--- src/rtl/phrase_sequencer.sv ---
// Phrase sequencer: queues 4-bit phrase ids and plays them one at a time
// through an external address table and audio controller, with a fixed
// silent gap between consecutive phrases and a bounded start handshake.
module phrase_sequencer #(
  parameter int unsigned DEPTH       = 8,             // queue depth, power of two (>= 2)
  parameter logic [31:0] GAP_CYCLES  = 32'd2500000,   // silent cycles between phrases
  parameter logic [31:0] ACK_TIMEOUT = 32'd64         // max cycles waiting for play_finish to fall
) (
  input  logic        clk,
  input  logic        reset,
  input  logic        push,
  input  logic [3:0]  push_id,
  input  logic        flush,
  output logic        full,
  output logic        empty,
  output logic        busy,
  output logic        err,
  output logic [3:0]  lut_id,
  input  logic [23:0] lut_start,
  input  logic [23:0] lut_end,
  output logic [23:0] start_address,
  output logic [23:0] end_address,
  output logic        play_start,
  input  logic        play_finish
);

  localparam int AW = (DEPTH > 1) ? $clog2(DEPTH) : 1;
  localparam int CW = $clog2(DEPTH + 1);

  typedef enum logic [2:0] {
    S_IDLE,
    S_LOAD,
    S_START,
    S_PLAY,
    S_GAP
  } state_t;

  // ------------------------------------------------------------------
  // Phrase queue storage and bookkeeping
  // ------------------------------------------------------------------
  logic [3:0]    r_mem [DEPTH];
  logic [AW-1:0] r_wr_ptr;
  logic [AW-1:0] r_rd_ptr;
  logic [CW-1:0] r_count;

  // ------------------------------------------------------------------
  // Sequencer state and registered outputs
  // ------------------------------------------------------------------
  state_t        r_state;
  logic [31:0]   r_cnt;
  logic          r_play_start;
  logic          r_busy;
  logic          r_err;
  logic [23:0]   r_start_address;
  logic [23:0]   r_end_address;

  logic          w_full;
  logic          w_empty;
  logic          w_pop;
  logic          w_push_ok;
  logic [31:0]   w_cnt_inc;
  logic          w_tmo_hit;
  logic          w_gap_hit;

  assign w_full  = (r_count == CW'(DEPTH));
  assign w_empty = (r_count == '0);

  // The head is consumed in LOAD; an empty queue there means a flush raced
  // the IDLE/GAP decision, in which case nothing is popped.
  assign w_pop = (r_state == S_LOAD) && !w_empty;

  // A full queue still accepts a push when the head leaves in the same cycle.
  // Flush wins over a concurrent push.
  assign w_push_ok = push && !flush && (!w_full || w_pop);

  // Shared state counter saturates instead of wrapping.
  assign w_cnt_inc = (r_cnt == 32'hFFFF_FFFF) ? r_cnt : (r_cnt + 32'd1);

  // Counter holds the number of cycles already spent in the current state,
  // so the hit fires on the last cycle of the allowed window.
  assign w_tmo_hit = (ACK_TIMEOUT == 32'd0) || (r_cnt >= (ACK_TIMEOUT - 32'd1));
  assign w_gap_hit = (GAP_CYCLES  == 32'd0) || (r_cnt >= (GAP_CYCLES  - 32'd1));

  assign full          = w_full;
  assign empty         = w_empty;
  assign busy          = r_busy;
  assign err           = r_err;
  assign lut_id        = w_empty ? 4'd0 : r_mem[r_rd_ptr];
  assign start_address = r_start_address;
  assign end_address   = r_end_address;
  assign play_start    = r_play_start;

  // Queue storage write; contents are don't-care until counted valid.
  always_ff @(posedge clk) begin
    if (w_push_ok) begin
      r_mem[r_wr_ptr] <= push_id;
    end
  end

  // Queue pointers and occupancy count.
  always_ff @(posedge clk) begin
    if (reset) begin
      r_wr_ptr <= '0;
      r_rd_ptr <= '0;
      r_count  <= '0;
    end else if (flush) begin
      r_wr_ptr <= '0;
      r_rd_ptr <= '0;
      r_count  <= '0;
    end else begin
      if (w_push_ok) begin
        r_wr_ptr <= r_wr_ptr + AW'(1);
      end
      if (w_pop) begin
        r_rd_ptr <= r_rd_ptr + AW'(1);
      end
      if (w_push_ok && !w_pop) begin
        r_count <= r_count + CW'(1);
      end else if (!w_push_ok && w_pop) begin
        r_count <= r_count - CW'(1);
      end
    end
  end

  // Playback FSM with registered play_start, busy, err and address outputs.
  always_ff @(posedge clk) begin
    if (reset) begin
      r_state         <= S_IDLE;
      r_cnt           <= '0;
      r_play_start    <= 1'b0;
      r_busy          <= 1'b0;
      r_err           <= 1'b0;
      r_start_address <= '0;
      r_end_address   <= '0;
    end else begin
      case (r_state)
        S_IDLE: begin
          if (!w_empty) begin
            r_state <= S_LOAD;
            r_busy  <= 1'b1;
            r_cnt   <= '0;
          end
        end

        S_LOAD: begin
          if (w_empty) begin
            // Queue was flushed between the decision and the load.
            r_state <= S_IDLE;
            r_busy  <= 1'b0;
          end else if (lut_end >= lut_start) begin
            r_start_address <= lut_start;
            r_end_address   <= lut_end;
            r_play_start    <= 1'b1;
            r_cnt           <= '0;
            r_state         <= S_START;
          end else begin
            // Inverted range from the table: skip the phrase, flag it.
            r_err   <= 1'b1;
            r_busy  <= 1'b0;
            r_state <= S_IDLE;
          end
        end

        S_START: begin
          if (!play_finish) begin
            r_play_start <= 1'b0;
            r_cnt        <= '0;
            r_state      <= S_PLAY;
          end else if (w_tmo_hit) begin
            // Controller never acknowledged; give up on this phrase.
            r_err        <= 1'b1;
            r_play_start <= 1'b0;
            r_cnt        <= '0;
            r_state      <= S_GAP;
          end else begin
            r_cnt <= w_cnt_inc;
          end
        end

        S_PLAY: begin
          if (play_finish) begin
            r_cnt   <= '0;
            r_state <= S_GAP;
          end
        end

        S_GAP: begin
          if (w_gap_hit) begin
            r_cnt <= '0;
            if (!w_empty) begin
              r_state <= S_LOAD;
            end else begin
              r_state <= S_IDLE;
              r_busy  <= 1'b0;
            end
          end else begin
            r_cnt <= w_cnt_inc;
          end
        end

        default: begin
          r_state      <= S_IDLE;
          r_cnt        <= '0;
          r_play_start <= 1'b0;
          r_busy       <= 1'b0;
        end
      endcase
    end
  end

endmodule

--- config.mk ---
export PLATFORM = sky130hd
export DESIGN_NAME = phrase_sequencer
export DESIGN_NICKNAME = d
export VERILOG_FILES = /design/src/rtl/phrase_sequencer.sv
export SDC_FILE = /design/constraint.sdc
export NUM_CORES = 1
export LEC_CHECK = 0
export ABC_AREA = 1
export BUFFER_PORTS_ARGS = -buffer_cell sky130_fd_sc_hd__buf_4
export CORE_MARGIN = 8
export CORE_UTILIZATION = 51
export CTS_CLUSTER_DIAMETER = 30
export CTS_CLUSTER_SIZE = 24
export DETAILED_ROUTE_END_ITERATION = 10
export PLACE_DENSITY = 0.8
export SYNTH_ARGS = -nofsm -noshare
export SYNTH_HDL_FRONTEND = slang
export SYNTH_SLANG_ARGS = --single-unit
export TNS_END_PERCENT = 20
--- constraint.sdc ---
create_clock -name clk -period 2.4 [get_ports clk]
set_clock_uncertainty 0.15 [all_clocks]
set_input_delay 0.24 -clock clk [delete_from_list [all_inputs] [get_ports clk]]
set_output_delay 0.24 -clock clk [all_outputs]
set_load 0.02 [all_outputs]
==> results.txt <==
Setup-failing EPs final: 84
DR pass1 iterations: 6
r2r startpoint: r_count[2]
Distinct cells, synth: 40
layout cells sized above 1: 0.226
DR DRC count: 0
clock share of power: 0.362
WP data required: 2.63 ns
Routed Antenna Nets: 0
Post-Route WL: 25500 um
Critical Path AT: 2.85 ns
Combinational Power Share: 0.283
WP buf/inv: 1
area leader, netlist: dfxtp_1
Synth Instances: 958
Leakage Power: 4.16 nW
CTS Buf Count: 17
CP Max Fanout: 3
status: finished, violations left
share of power burned in registers: 0.355
Yosys top cell area share: 0.287
pwr dens: 720 mW/mm^2
Tot GR Track Use: 0.231
RSZ-0062 raised after global routing: true
Iter 0 DRT Violations: 765
CP Cell Sequence: nor4_4 > nand2_1 > nand2_2 > nor2_4 > ha_4 > inv_4 > ha_4 > and3_1 > a211oi_2 > nor2_1 > nor2_1 > nand2_1 > a21oi_2 > o21a_1
clk root buf: clkbuf_16
Via Count: 7652
placer congestion estimate: 0.899
number of flops mapped to enable cells by yosys: 32
Syn Area/Cell: 7.20 sq um
Worst VDD drop: 0.631 mV
first-pass GRT wire length: 33200 um
reg-to-reg setup timing slack: -0.22 ns
number of global-route vias before repair: 6979
Synth top cells by count: 219 x nor2_1, 182 x nand2_1, 99 x dfxtp_1, 93 x inv_1, 78 x o21ai_0
clk sinks: 131
worst slew pin tran: 0.510 ns
Final Max Tran Viols: 0
startpoint types: flop
Worst Setup Path Type: flop to flop
Placed Instances: 1230
Overall Power: 0.00690 W
clk buf depth: 2
Switching Fraction: 0.329
critical path endpoint category: flop
CTS tree: done
Hold EP: r_cnt[4]
Hold/Removal Path Class: primary input to flop
Layout Nets: 1227
CP max stage delay: 0.40 ns
Final Core Density: 0.724
# H-tree levels: 4
dpl ws: -0.0538 ns
row cnt: 42
hpwl dp: 13100 um
most frequent cell after synthesis: nor2_1
failing checks: negative setup slack
final-report hold violation count: 0
period utilisation layout: 1.09
Primary FF master, synth: dfxtp_1
Starting Density: 0.521
Synth async-reset ratio: 0
die area: 0.0175 sq mm
Die Span Y: 132 um
hold depth: 5
Worst path top cell family by delay: simple AND/OR/NAND/NOR gates
fin crit period: 2.62 ns
DR vias/cell: 5.76
Worst R2R End: r_count[3]
Worst Reg-to-Reg Cells: 14
# IOs: 114
Max Cap Viol: 0
area delta synth->final: 39.1%
WL per Instance: 19.2 um
Yosys reg bits: 131
GRT overflow: 0
initial antenna violation count: 1
fin cells: 1328
f_max: 381 MHz
Synthesized Nets: 1046
Net Switching: 0.00227 W
sequential share of the synthesized area: 0.427
IO buf count: 113
setup ws final: -0.225 ns
largest net degree at the start of global routing: 51
Syn. warnings: 0
Max-slew headroom: 0.660
Clk Latency, worst-skew pair: 0.43 ns
core area: 0.0132 sq mm
Synth Cell Area: 0.00690 sq mm
top post-synthesis cells by area: dfxtp_1 29%, edfxtp_1 14%, nor2_1 12%, nand2_1 9.9%, o21ai_0 5.7%
width of the chip: 132 um
internal power: 0.00463 W
critical path's slowest cell: dfxtp_1
hold path start: play_finish
Reg clk slew, reported paths: 0.06 ns
[worst reg2reg max path: cells and delay by family (launching register included)]
kind            cells  cell delay [ns]
fa+ha+maj           2             0.38
compound gates      3             0.47
buf+inv             1             0.09
flops               1             0.40
simple gates        8             1.08
[final cells by class]
class / count / area (sq um)
tap: 176 / 220
clock inverter: 14 / 129
antenna: 1 / 2.50
sequential: 131 / 2950
fill: 894 / 3650
clock buffer: 17 / 425
multi-input combinational: 691 / 3660
inverter: 95 / 375
timing repair buffer: 203 / 1830
[sequential cells by signal (all words and copies together), names as in the netlist, named ones only]
signal	count
play_start	1
r_rd_ptr	3
r_cnt	32
err	1
end_address	24
r_state	3
start_address	24
r_mem	32
r_count	4
r_wr_ptr	3
busy	1
[timing repair]
action                                  CTS  global route
buffers inserted                          1             3
resized for setup                         6            86
endpoints found under the setup margin    1            83
pin swaps                                 2            14
gates cloned                              0            10
endpoints found under the hold margin    80             0
hold buffers                             52             0
[routing by layer]
metal | routed length (um) | part of all wire | track usage
met5 | 0 | 0 | 0
met1 | 9130 | 0.36 | 0.256
met4 | 1890 | 0.074 | 0.135
met3 | 2450 | 0.096 | 0.0701
met2 | 12100 | 0.47 | 0.386
[cell families after synthesis]
family	Yosys count	synth area share
and+or+nand+nor	500	0.303
AOI/OAI and AO/OA	147	0.115
DFF	131	0.427
adders and majority gates	31	0.0573
xor gates and xnor gates	13	0.0165
buffers and inverters	136	0.0817
[cells in the final DEF (no fill, tap or decap), types with 3 or more instances in the layout]
master and count:
nor2_1 210, nand2_1 174, buf_4 138, dfxtp_1 95, inv_1 89, dlygate4sd3_1 52, o21ai_0 44, nand3_1 42
a21oi_1 40, edfxtp_1 32, o21ai_1 26, clkbuf_16 24, ha_1 21, nand4_1 17, nor3_1 13, nand2_2 12
nor2_2 12, xor2_1 12, o21ai_2 11, a21oi_2 10, ha_4 9, o22ai_1 4, a31oi_1 4, dfxtp_2 4
inv_6 4, inv_2 3, nor2_4 3, o21a_1 3, nor3b_1 3, clkinv_4 3, buf_12 3
[worst max path at each step]
stage | startpoint | endpoint | slack, ns | cells past startpoint
floorplan | r_count[3] | r_count[3] | -0.05 | 15
global placement | r_count[3] | r_count[3] | 0.08 | 15
detailed placement | r_state[0] | r_count[3] | -0.05 | 16
CTS | r_state[0] | r_count[3] | 0.01 | 16
global route | lut_start[7] | start_address[1] | -0.28 | 16
finish | r_count[2] | r_count[3] | -0.22 | 14
[through the flow]
| stage | hold WS [ns] | cell area, sq um | TNS (ns) |
|---|---|---|---|
| CTS | 0.0855 | 9110 | 0 |
| finish | 0.0963 | 9590 | -8.47 |
| floorplan | 0.189 | 6930 | -0.0514 |
| global placement | 0.290 | 8010 | 0 |
| detailed placement | 0.296 | 8010 | -0.0538 |
| global route | 0.110 | 9590 | -13.22 |
[power groups by stage]
stage	sequential (W)	combinational, W	clock (W)
6_report	0.00245	0.00195	0.00250
3_3_place_gp	0.00247	0.00136	0
4_1_cts	0.00244	0.00146	0.00247
3_5_place_dp	0.00248	0.00138	0
2_1_floorplan	0.00256	0.000742	0
5_1_grt	0.00245	0.00207	0.00260
Note: power is estimated with default switching activity, not from simulation.
